$ cat src/rtl/rx_byte_align_pkg.sv
// Shared Rx/Tx symbol constants and receive-alignment state encoding.
package rx_byte_align_pkg;

    localparam logic [7:0] SYM_COM  = 8'hBC;
    localparam logic [7:0] SYM_SKP  = 8'h1C;
    localparam logic [7:0] SYM_IDLE = 8'h7C;

    typedef logic [1:0] state_t;

    localparam state_t ST_HUNT   = 2'd0;
    localparam state_t ST_VERIFY = 2'd1;
    localparam state_t ST_LOCKED = 2'd2;

endpackage

$ cat src/rtl/rx_byte_align_shift8.sv
// 8-bit MSB-first input shift register; cand is the byte completed at the current edge.
module rx_shift8 (
    input  logic       clk,
    input  logic       rst,
    input  logic       enb,
    input  logic       serial_in,
    output logic [7:0] cand
);

    logic [7:0] sreg;

    assign cand = {sreg[6:0], serial_in};

    // Shift one bit per enabled edge
    always_ff @(posedge clk) begin
        if (rst) begin
            sreg <= 8'd0;
        end else if (enb) begin
            sreg <= cand;
        end else begin
            sreg <= sreg;
        end
    end

endmodule

$ cat src/rtl/rx_byte_align.sv
// Recovers byte boundaries from a serial stream by hunting for COM, then strobes bytes every 8 enabled bits.
module rx_byte_align
    import rx_byte_align_pkg::*;
#(
    parameter logic [7:0] COM     = SYM_COM,
    parameter int          COM_REQ = 2,
    parameter int          MAX_GAP = 64
) (
    input  logic       clk,
    input  logic       rst,
    input  logic       enb,
    input  logic       serial_in,
    output logic [7:0] byte_out,
    output logic       byte_valid,
    output logic       is_com,
    output logic       locked
);

    localparam logic [3:0] COM_REQ_W = 4'(COM_REQ);
    localparam logic [7:0] MAX_GAP_W = 8'(MAX_GAP);

    logic [7:0] cand;
    logic [2:0] bit_cnt;
    logic [3:0] com_cnt;
    logic [7:0] gap_cnt;
    state_t     state;

    logic       cand_is_com;
    logic       boundary;
    logic [3:0] com_inc;
    logic [7:0] gap_inc;

    rx_shift8 u_shift (
        .clk       (clk),
        .rst       (rst),
        .enb       (enb),
        .serial_in (serial_in),
        .cand      (cand)
    );

    assign cand_is_com = (cand == COM);
    assign boundary    = (bit_cnt == 3'd7);
    assign com_inc     = com_cnt + 4'd1;
    assign gap_inc     = gap_cnt + 8'd1;

    // Alignment FSM, counters and registered byte outputs
    always_ff @(posedge clk) begin
        if (rst) begin
            bit_cnt    <= 3'd0;
            com_cnt    <= 4'd0;
            gap_cnt    <= 8'd0;
            state      <= ST_HUNT;
            byte_out   <= 8'd0;
            byte_valid <= 1'b0;
            is_com     <= 1'b0;
            locked     <= 1'b0;
        end else begin
            byte_valid <= 1'b0;
            is_com     <= 1'b0;
            if (enb) begin
                bit_cnt <= bit_cnt + 3'd1;
                case (state)
                    ST_HUNT: begin
                        if (cand_is_com) begin
                            bit_cnt <= 3'd0;
                            com_cnt <= 4'd1;
                            if (COM_REQ == 1) begin
                                state  <= ST_LOCKED;
                                locked <= 1'b1;
                            end else begin
                                state <= ST_VERIFY;
                            end
                        end else begin
                            state <= ST_HUNT;
                        end
                    end
                    ST_VERIFY: begin
                        if (!boundary) begin
                            state <= ST_VERIFY;
                        end else if (!cand_is_com) begin
                            // A failed verify edge is not reused as a new hunt candidate
                            state   <= ST_HUNT;
                            com_cnt <= 4'd0;
                            gap_cnt <= 8'd0;
                        end else if (com_inc == COM_REQ_W) begin
                            com_cnt    <= com_inc;
                            state      <= ST_LOCKED;
                            locked     <= 1'b1;
                            gap_cnt    <= 8'd0;
                            byte_out   <= cand;
                            byte_valid <= 1'b1;
                            is_com     <= 1'b1;
                        end else begin
                            com_cnt <= com_inc;
                        end
                    end
                    ST_LOCKED: begin
                        if (boundary) begin
                            byte_out   <= cand;
                            byte_valid <= 1'b1;
                            is_com     <= cand_is_com;
                            if (cand_is_com) begin
                                gap_cnt <= 8'd0;
                            end else if (gap_inc == MAX_GAP_W) begin
                                state   <= ST_HUNT;
                                locked  <= 1'b0;
                                gap_cnt <= 8'd0;
                                com_cnt <= 4'd0;
                            end else begin
                                gap_cnt <= gap_inc;
                            end
                        end else begin
                            state <= ST_LOCKED;
                        end
                    end
                    default: begin
                        state   <= ST_HUNT;
                        locked  <= 1'b0;
                        com_cnt <= 4'd0;
                        gap_cnt <= 8'd0;
                    end
                endcase
            end else begin
                bit_cnt <= bit_cnt;
            end
        end
    end

endmodule
$ cat config.mk
export PLATFORM = sky130hd
export DESIGN_NAME = rx_byte_align
export DESIGN_NICKNAME = d
export VERILOG_FILES = /design/src/rtl/rx_byte_align_pkg.sv /design/src/rtl/rx_byte_align_shift8.sv /design/src/rtl/rx_byte_align.sv
export SDC_FILE = /design/constraint.sdc
export NUM_CORES = 1
export LEC_CHECK = 0
export ABC_AREA = 1
export BUFFER_PORTS_ARGS = -buffer_cell sky130_fd_sc_hd__buf_2
export CAP_MARGIN = 20
export CORE_MARGIN = 1.5
export CORE_UTILIZATION = 60
export DETAILED_ROUTE_END_ITERATION = 10
export GPL_ROUTABILITY_DRIVEN = 0
export PLACE_DENSITY = 0.79
export RECOVER_POWER = 25
export SYNTH_ARGS = -nofsm -noshare
export SYNTH_HDL_FRONTEND = slang
export SYNTH_HIERARCHICAL = 1
export SYNTH_SLANG_ARGS = --single-unit
$ cat constraint.sdc
create_clock -name clk -period 3.4 [get_ports clk]
set_input_delay 0.34 -clock clk [delete_from_list [all_inputs] [get_ports clk]]
set_output_delay 0.34 -clock clk [all_outputs]
set_load 0.1 [all_outputs]
**Yosys cells after proc, flatten, opt, wreduce, memory -nomap -nowiden**

Index checks and enable logic that the tools add are counted.

- Add/sub/neg operators: 3
- Equal/unequal tests: 17
- Mux-type cells: 43
- Bitwise operators: 2
- Reductions and logical operators: 8

Operator list:

| kind | number |
|---|---|
| $mux 8 | 10 |
| $mux 4 | 6 |
| $pmux 8 s3 | 1 |
| $pmux 8 s2 | 1 |
| $ne 2x2->1 const B | 7 |
| $mux 1 | 12 |
| $mux 2 | 6 |
| $pmux 4 s3 | 1 |
| $reduce_and 6->1 | 2 |
| $ne 3x3->1 const B | 3 |
| $add 8x1->8 const B | 1 |
| $eq 8x7->1 const B | 1 |
| $eq 8x8->1 const B | 1 |
| $reduce_and 8->1 | 1 |
| $mux 3 | 2 |
| $pmux 2 s3 | 1 |
| $reduce_and 5->1 | 1 |
| $add 4x1->4 const B | 1 |
| $eq 4x2->1 const B | 1 |
| $ne 4x4->1 const B | 1 |
| $pmux 1 s2 | 2 |
| $reduce_and 4->1 | 1 |
| $add 3x1->3 const B | 1 |
| $eq 3x3->1 const B | 1 |
| other kinds (7) | 8 |

- Bits in registers: 35
- Input bits: 4
- Output and inout port bits: 11

**Logic depth before layout (Yosys ltp)**

Gate-level depths: netlist of the first run.

- Word-level depth: 6
- Gate-level depth with buffers: 12
- Mapped depth without buffers: 12

**Cells and area by module**

The synthesis of the first run kept the hierarchy.

By module, submodules not included:

| module | instances | cells an instance | area each (µm²) | seq. area each (µm²) |
|---|---|---|---|---|
| rx_byte_align | 1 | 229 | 1611.5 | 560.5 |
| rx_shift8 | 1 | 45 | 294.0 | 140.1 |

**Worst setup path before layout of the first run**

Ideal clock, no wire load.

- Kind: register to register
- From: reg state[0]
- To: reg byte_out[0]
- Arrival time: 1526 ps
- Data required time: 3268 ps
- Setup slack: 1742 ps
- Cell stages (with the launch flop): 10
- Cells stage by stage: dfxtp_1 -> inv_1 -> ha_1 -> buf_2 -> nand2_1 -> nand3_2 -> a21oi_2 -> nand2_2 -> nand2_1 -> a21oi_1

- Cells in the longest elaborated chain, start to end: 3
- Elaborated cells on any way between the ends: 9
- Those cells by class: eq/ne (6); mux (1); reduce/logical (2)

Ends and longest elaborated chain:

| element | line | source |
|---|---|---|
| from (decl) | rx_byte_align.sv:26 | `state_t state;` |
| from (signal assigned) | rx_byte_align.sv:52 | `state <= ST_HUNT;` |
| from (signal assigned) | rx_byte_align.sv:68 | `state <= ST_LOCKED;` |
| from (signal assigned) | rx_byte_align.sv:71 | `state <= ST_VERIFY;` |
| $eq 2x1->1 / $eq 2x2->1 (equally long branches) | rx_byte_align.sv:62 | `case (state)` |
| $ne 2x2->1 (no source line) / $reduce_bool 2->1 (equally long branches) | -- |  |
| $reduce_and 6->1 (no source line) | -- |  |
| to (signal assigned) | rx_byte_align.sv:90 | `byte_out <= cand;` |
| to (signal assigned) | rx_byte_align.sv:99 | `byte_out <= cand;` |
| to (decl) | rx_byte_align.sv:13 | `output logic [7:0] byte_out,` |

Parallel ways exist; a longest one is shown, timed or not.
A chain may end at the register's enable or synchronous reset.

**Final worst setup path of the first run**

- From: reg state[0]
- To: reg byte_out[7]

Same word-level chain as after synthesis.

==> summary.txt, run 1 <==
Outcome
  – Outcome: complete, no violations

Clocking
  – Clock transition at the registers of the reported paths: 100 ps
  – Number of buffers created by CTS: 5
  – Hold buffers post-CTS: 0
  – Maximum number of buffers from clock root to sink: 2
  – Sinks on the clock net: 35
  – Clock network latency to the later pin of the worst-skew pair: 340 ps
  – Level count of the clock H-tree: 2
  – CTS tree: yes
  – Clock root buffer: sky130_fd_sc_hd__clkbuf_4
  – Post-CTS setup buffer count: 0
  – Number of resized instances in the post-cts repair step: 0

Synthesis
  – Number of distinct standard cells referenced by the synthesized netlist: 31
  – Warnings from Yosys: 6
  – Cells after Synth: 274
  – Yosys reg bits: 35
  – Post-synth top flop: sky130_fd_sc_hd__dfxtp_1
  – Sequential area share after synthesis: 0.368
  – Synth area leaders: sky130_fd_sc_hd__dfxtp_1, sky130_fd_sc_hd__nand2_1, sky130_fd_sc_hd__nor2_1, sky130_fd_sc_hd__a21oi_1, sky130_fd_sc_hd__ha_1
  – Async set-or-reset flop fraction in the synthesized netlist: 0
  – Net count after synthesis: 287
  – Fraction of post-synthesis cell area in the top cell type by area: 0.368
  – Top cell type by total area after synthesis: sky130_fd_sc_hd__dfxtp_1
  – Avg Cell Area, Syn: 6.95 sq um
  – Number of flops mapped to enable cells by yosys: 0
  – Post-synthesis instance area: 1910 sq um

Timing
  – Setup TNS: 0 ps
  – Achievable clock frequency: 521 MHz
  – Number of hold-slack violations in the final timing report: 0
  – Slew HR: 0.216
  – Unrepaired setup endpoints after global routing: false
  – Actual transition at the worst max-transition pin: 1180 ps
  – Total count of max-transition violations in the final report: 0
  – Final worst path period need: 1920 ps
  – Setup-failing EPs final: 0
  – Period utilization: 0.565
  – Post-route clock skew: 4.65 ps

Run
  – Max-cap viol count: 0

Cells and area
  – Layout overhead on the synthesized area: 7.03%
  – Layout cells sized above 1: 0.120
  – NumNets Final: 303
  – Final design utilization: 0.674
  – Fin area: 2040 sq um
  – Number of diodes: 0

GRT
  – Global router's overall resource usage: 0.233
  – Initial antenna violation count: 0
  – Vias in the first global route: 1464
  – Global-route wire length before repair: 6200 microns
  – Remaining Overflow, GRT: 0
  – Pin count of the biggest net entering global routing: 21

Detailed routing
  – DR pass1 iterations: 4
  – Highest routed layer: met4
  – Routed met1 length: 1780 microns
  – Met3 routed wirelength: 146 microns
  – DRC errors left: 0
  – Avg WL per Cell: 11.2 microns
  – Post-route antenna net violation count: 0
  – Number of vias per cell after detailed routing: 5.11
  – DR iter-0 viols: 106
  – Total routed wirelength: 3750 microns
  – Met2 layer wire length in the routed design: 1770 microns
  – Vias post-DR: 1712

Worst setup path
  – Arrival @ worst endpoint: 2130 ps
  – Worst Setup End Kind: flop
  – Maximum fanout along the worst path: 9
  – Required time reported for the critical path endpoint: 3610 ps
  – Category of the critical setup timing path: flop to flop
  – Critical Path Source Type: flop

Power
  – Switch share: 0.309
  – Peak VDD IR: 0.227 mV
  – Clock network power share: 0.274
  – Power spent charging and discharging nets: 0.000246 W
  – Internal power component: 0.000550 W
  – Total power per unit cell area: 390 nW/um^2
  – Total design power: 0.000796 W
  – Lkg Pwr: 0.879 nW
  – Share of total power in combinational logic: 0.163
  – Sequential share of power: 0.563

Floorplan
  – Row count: 20
  – Die outline area: 3520 sq um
  – Chip Width: 59.4 microns
  – Top-Level Pins: 15
  – Starting utilization of the core area: 0.629
  – Core area: 3030 sq um
  – Vertical die dimension: 59.4 microns

Placed design
  – IO buf count: 14
  – Area of placed instances: 2000 sq um
  – Post-DP HPWL: 2790 microns

Worst hold path
  – Class of the most critical hold timing path: input port to flop
[cell usage in the layout, fill, tap and decap left out, types with 3 or more instances in the layout]
master,n
sky130_fd_sc_hd__nand2_1,62
sky130_fd_sc_hd__inv_1,30
sky130_fd_sc_hd__o21ai_0,5
sky130_fd_sc_hd__inv_2,3
sky130_fd_sc_hd__dfxtp_1,35
sky130_fd_sc_hd__a21oi_1,28
sky130_fd_sc_hd__nand3_1,21
sky130_fd_sc_hd__nand3_2,3
sky130_fd_sc_hd__clkbuf_4,5
sky130_fd_sc_hd__nor3_1,3
sky130_fd_sc_hd__clkbuf_1,7
sky130_fd_sc_hd__nor2_1,43
sky130_fd_sc_hd__ha_1,9
sky130_fd_sc_hd__nor2_2,3
sky130_fd_sc_hd__nand2_2,5
sky130_fd_sc_hd__buf_2,9
[cells in the mapped netlist, types with 2 or more instances]
cell / instances
sky130_fd_sc_hd__nand3_1: 21
sky130_fd_sc_hd__nand3_2: 3
sky130_fd_sc_hd__nand2_2: 5
sky130_fd_sc_hd__o21ai_0: 5
sky130_fd_sc_hd__nand2_4: 2
sky130_fd_sc_hd__a211oi_1: 2
sky130_fd_sc_hd__inv_1: 30
sky130_fd_sc_hd__a21oi_1: 28
sky130_fd_sc_hd__nor3_1: 3
sky130_fd_sc_hd__nor2_2: 3
sky130_fd_sc_hd__inv_2: 3
sky130_fd_sc_hd__nor2_1: 43
sky130_fd_sc_hd__dfxtp_1: 35
sky130_fd_sc_hd__xnor2_1: 2
sky130_fd_sc_hd__o21ai_1: 2
sky130_fd_sc_hd__ha_1: 9
sky130_fd_sc_hd__nand2_1: 62
sky130_fd_sc_hd__xor2_1: 2
sky130_fd_sc_hd__nand4_1: 2
[kinds of logic after synthesis]
group,share of synthesized area
adders and majority gates,0.0591
AOI/OAI and AO/OA,0.112
xor gates and xnor gates,0.0184
and+or+nand+nor,0.359
DFF,0.368
buffers and inverters,0.0834
[cell type report]
type,instances,area [sq um]
multi-input cells,201,1050
fillers,280,988
flip-flops and latches,35,701
inverters,33,124
repair buffers,14,63.8
well taps,44,55.1
clock buffers,7,45.0
clock inverters,1,5.00
[flip-flops by register name, indices dropped and copies added, names as in the netlist]
register	flops
gap_cnt	8
byte_valid	1
locked	1
com_cnt	4
is_com	1
bit_cnt	3
u_shift/sreg	7
byte_out	8
state	2
[power groups by stage]
stage	clock [W]	combinational [W]	sequential [W]
after global placement	0	0.000128	0.000458
after global routing	0.000242	0.000145	0.000452
after CTS	0.000224	0.000130	0.000448
after detailed placement	0	0.000130	0.000458
final	0.000218	0.000129	0.000449
after floorplan	0	0.0000893	0.000473
[stage by stage]
stage / instances / setup WS, ps / hold slack (ps)
2_1_floorplan: 274 / 1740 / 409
6_report: 335 / 1480 / 297
4_1_cts: 335 / 1480 / 287
3_5_place_dp: 327 / 1500 / 451
5_1_grt: 335 / 1280 / 302
3_3_place_gp: 327 / 1510 / 448
[routing by layer]
metal	track usage	vias up
met4	0.0877	0
met3	0.0611	6
met1	0.288	768
li1	-	909
met2	0.386	29
met5	0	-
[final timing paths]
check | startpoint | endpoint | slack, ps | depth (start not counted)
min reg2reg | byte_out[3] | byte_out[3] | 470 | 2
max reg2reg | state[0] | byte_out[7] | 1480 | 8
min | serial_in | byte_out[0] | 300 | 3
max | state[0] | byte_out[7] | 1480 | 8
[worst max-delay path: stages (launching register included)]
cell and delay [ps]:
sky130_fd_sc_hd__dfxtp_1 370, sky130_fd_sc_hd__inv_1 90, sky130_fd_sc_hd__ha_1 330, sky130_fd_sc_hd__nand2_1 150, sky130_fd_sc_hd__nand3_2 130, sky130_fd_sc_hd__a21oi_2 360, sky130_fd_sc_hd__nand2_2 200, sky130_fd_sc_hd__nand2_1 110
sky130_fd_sc_hd__a21oi_1 60
Note: power is estimated with default switching activity, not from simulation.
==> run 2: changes to the inputs <==
--- a/config.mk
+++ b/config.mk
@@ -9,10 +9,10 @@
 export BUFFER_PORTS_ARGS = -buffer_cell sky130_fd_sc_hd__buf_2
 export CAP_MARGIN = 20
 export CORE_MARGIN = 1.5
-export CORE_UTILIZATION = 60
+export CORE_UTILIZATION = 53
 export DETAILED_ROUTE_END_ITERATION = 10
 export GPL_ROUTABILITY_DRIVEN = 0
-export PLACE_DENSITY = 0.79
+export PLACE_DENSITY = 0.74
 export RECOVER_POWER = 25
 export SYNTH_ARGS = -nofsm -noshare
 export SYNTH_HDL_FRONTEND = slang
==> constraint.sdc (replaced) <==
create_clock -name clk -period 1.64 [get_ports clk]
set_input_delay 0.164 -clock clk [delete_from_list [all_inputs] [get_ports clk]]
set_output_delay 0.164 -clock clk [all_outputs]
set_load 0.1 [all_outputs]
==> summary.txt, run 2 (synthesis gave the netlist of run 1 again) <==
Floorplan
  – Core area: 3390 sq um (was 3030 sq um)
  – Row count: 21 (was 20)
  – Die outline area: 3960 sq um (was 3520 sq um)
  – Vertical die dimension: 63.0 microns (was 59.4 microns)
  – Chip Width: 63.0 microns (was 59.4 microns)
  – Top-Level Pins: 15 (unchanged)
  – Starting utilization of the core area: 0.562 (was 0.629)

Cells and area
  – Highest-count cells in the layout ignoring fill and taps: sky130_fd_sc_hd__nand2_1, sky130_fd_sc_hd__nor2_1, sky130_fd_sc_hd__a21oi_1, sky130_fd_sc_hd__inv_1, sky130_fd_sc_hd__buf_4 (was sky130_fd_sc_hd__nand2_1, sky130_fd_sc_hd__nor2_1, sky130_fd_sc_hd__dfxtp_1, sky130_fd_sc_hd__inv_1, sky130_fd_sc_hd__a21oi_1)
  – Layout overhead on the synthesized area: 36.8% (was 7.03%)
  – Most common cell after layout, fill and taps aside: sky130_fd_sc_hd__nand2_1 (unchanged)
  – Largest registers in the final layout: byte_out (8), gap_cnt (8), u_shift/sreg (7) (unchanged)
  – NumNets Final: 335 (was 303)
  – Layout cells sized above 1: 0.365 (was 0.120)
  – Fill cell instance count of the final layout: 236 (was 280)
  – Fin area: 2610 sq um (was 2040 sq um)
  – Number of diodes: 0 (unchanged)

GRT
  – Vias in the first global route: 1641 (was 1464)
  – Remaining Overflow, GRT: 0 (unchanged)
  – Initial antenna violation count: 0 (unchanged)
  – Global-route wire length before repair: 7130 microns (was 6200 microns)
  – Global router's overall resource usage: 0.227 (was 0.233)
  – Pin count of the biggest net entering global routing: 20 (was 21)

Clocking
  – Clock network latency to the later pin of the worst-skew pair: 350 ps (was 340 ps)
  – Number of buffers created by CTS: 5 (unchanged)
  – Clock transition at the registers of the reported paths: 110 ps (was 100 ps)
  – Sinks on the clock net: 35 (unchanged)
  – Level count of the clock H-tree: 2 (unchanged)
  – Clock root buffer: sky130_fd_sc_hd__clkbuf_4 (unchanged)
  – Maximum number of buffers from clock root to sink: 2 (unchanged)
  – CTS tree: yes (unchanged)
  – Hold buffers post-CTS: 0 (unchanged)

Placed design
  – Area of placed instances: 2140 sq um (was 2000 sq um)
  – Post-DP HPWL: 2980 microns (was 2790 microns)
  – IO buf count: 14 (unchanged)
  – Worst Setup Slack post-DPL: -78.2 ps (was 1500 ps)

Worst setup path
  – Stage delay of the slowest cell on the critical path: 380 ps (was 370 ps)
  – Critical Path Slowest Stage Cell: sky130_fd_sc_hd__dfxtp_2 (was sky130_fd_sc_hd__dfxtp_1)
  – Required time reported for the critical path endpoint: 1880 ps (was 3610 ps)
  – Most common cell on crit path: sky130_fd_sc_hd__nand3_4 (was sky130_fd_sc_hd__nand2_1)
  – Maximum fanout along the worst path: 6 (was 9)
  – Worst Setup End Kind: flop (unchanged)
  – Family of cells with the greatest summed delay on the critical path: simple AND/OR/NAND/NOR gates (unchanged)
  – Critical Path Source Type: flop (unchanged)
  – Cell breakdown of the critical path: ha_4, nand3_4, xnor2_1, nor2_2, nand3_4, nand2_8, buf_4, a21oi_1, nor2_1 (was inv_1, ha_1, nand2_1, nand3_2, a21oi_2, nand2_2, nand2_1, a21oi_1)
  – Count of buffering cells on the critical path with inverters included: 1 (unchanged)
  – Category of the critical setup timing path: flop to flop (unchanged)
  – Arrival @ worst endpoint: 1890 ps (was 2130 ps)

Detailed routing
  – Routed met1 length: 2160 microns (was 1780 microns)
  – Met2 layer wire length in the routed design: 2410 microns (was 1770 microns)
  – DRC errors left: 0 (unchanged)
  – Post-route antenna net violation count: 0 (unchanged)
  – Met3 routed wirelength: 209 microns (was 146 microns)
  – Avg WL per Cell: 13.2 microns (was 11.2 microns)
  – Number of vias per cell after detailed routing: 5.16 (was 5.11)
  – DR pass1 iterations: 4 (unchanged)
  – Vias post-DR: 1905 (was 1712)
  – DR iter-0 viols: 117 (was 106)
  – Total routed wirelength: 4880 microns (was 3750 microns)
  – Highest routed layer: met4 (unchanged)

Outcome
  – Outcome: complete, but fails checks (was complete, no violations)
  – Violated checks: negative setup slack

Timing
  – Post-route clock skew: 14.3 ps (was 4.65 ps)
  – Final worst path period need: 1660 ps (was 1920 ps)
  – Period utilization: 1.01 (was 0.565)
  – Total count of max-transition violations in the final report: 0 (unchanged)
  – Number of hold-slack violations in the final timing report: 0 (unchanged)
  – Unrepaired setup endpoints after global routing: true (was false)
  – Slew HR: 0.641 (was 0.216)
  – Fin Hold WS: 145 ps (was 297 ps)
  – Setup-failing EPs final: 2 (was 0)
  – Actual transition at the worst max-transition pin: 541 ps (was 1180 ps)
  – Min setup slack post-route: -15.2 ps (was 1480 ps)
  – Achievable clock frequency: 604 MHz (was 521 MHz)
  – Setup TNS: -21.0 ps (was 0 ps)

Run
  – Max-cap viol count: 0 (unchanged)

Worst hold path
  – Class of the most critical hold timing path: input port to flop (unchanged)

Power
  – Total power per unit cell area: 763 nW/um^2 (was 390 nW/um^2)
  – Peak VDD IR: 0.564 mV (was 0.227 mV)
  – Lkg Pwr: 1.08 nW (was 0.879 nW)
==> run 2: repair_timing <==
item | 4_1_cts | 5_1_grt
endpoints found under the setup margin | 7 | 23
pin swaps | 2 | 27
buffers inserted | 0 | 11
cloned | 0 | 2
gates resized for setup | 3 | 81
==> run 2: metrics by stage <==
stage	util	cells	total power, W
after floorplan	-	274	0.00117
after global placement	0.632	348	0.00125
after detailed placement	0.632	348	0.00126
after CTS	0.660	356	0.00191
after global routing	0.769	369	0.00208
final	0.769	369	0.00199
==> run 2: per-layer routing <==
layer  vias to the layer above  global-route usage
li1                        976                   -
met1                       865               0.302
met2                        54               0.358
met3                        10              0.0559
met4                         0              0.0750
met5                         -                   0
==> run 2: final timing paths <==
check	from	endpoint	slack (ps)	cells after the start
max reg2reg	gap_cnt[1]	com_cnt[3]	-20	9
min reg2reg	byte_out[2]	byte_out[2]	460	2
min	serial_in	u_shift/sreg[0]	150	5
max	gap_cnt[1]	com_cnt[3]	-20	9
==> run 2: power breakdown <==
group	internal, W	switching (W)	total, W	leakage, nW
clock network	0.000360	0.000299	0.000659	0.0482
registers	0.000892	0.0000470	0.000939	0.292
logic	0.000149	0.000241	0.000390	0.740
total	0.00140	0.000587	0.00199	1.08
==> run 2: worst reg2reg max path, delay by kind of cell, from the launching register on <==
family	cells	cell delay, ps
AO/OA/AOI/OAI	1	140
adder cells (fa/ha/maj)	1	170
buffers and inverters	1	130
AND/OR/NAND/NOR	5	440
flip-flops	1	380
XOR/XNOR	1	290
==> run 2: cell type report <==
| cell class | count | area [sq um] | area share |
|---|---|---|---|
| repair inverters | 1 | 5.00 | 0.00192 |
| inverters | 33 | 129 | 0.0494 |
| clock inverters | 2 | 35.0 | 0.0134 |
| multi-input cells | 202 | 1310 | 0.503 |
| well taps | 46 | 57.6 | 0.0221 |
| repair buffers | 44 | 292 | 0.112 |
| flip-flops and latches | 35 | 727 | 0.279 |
| clock buffers | 6 | 51.3 | 0.0197 |
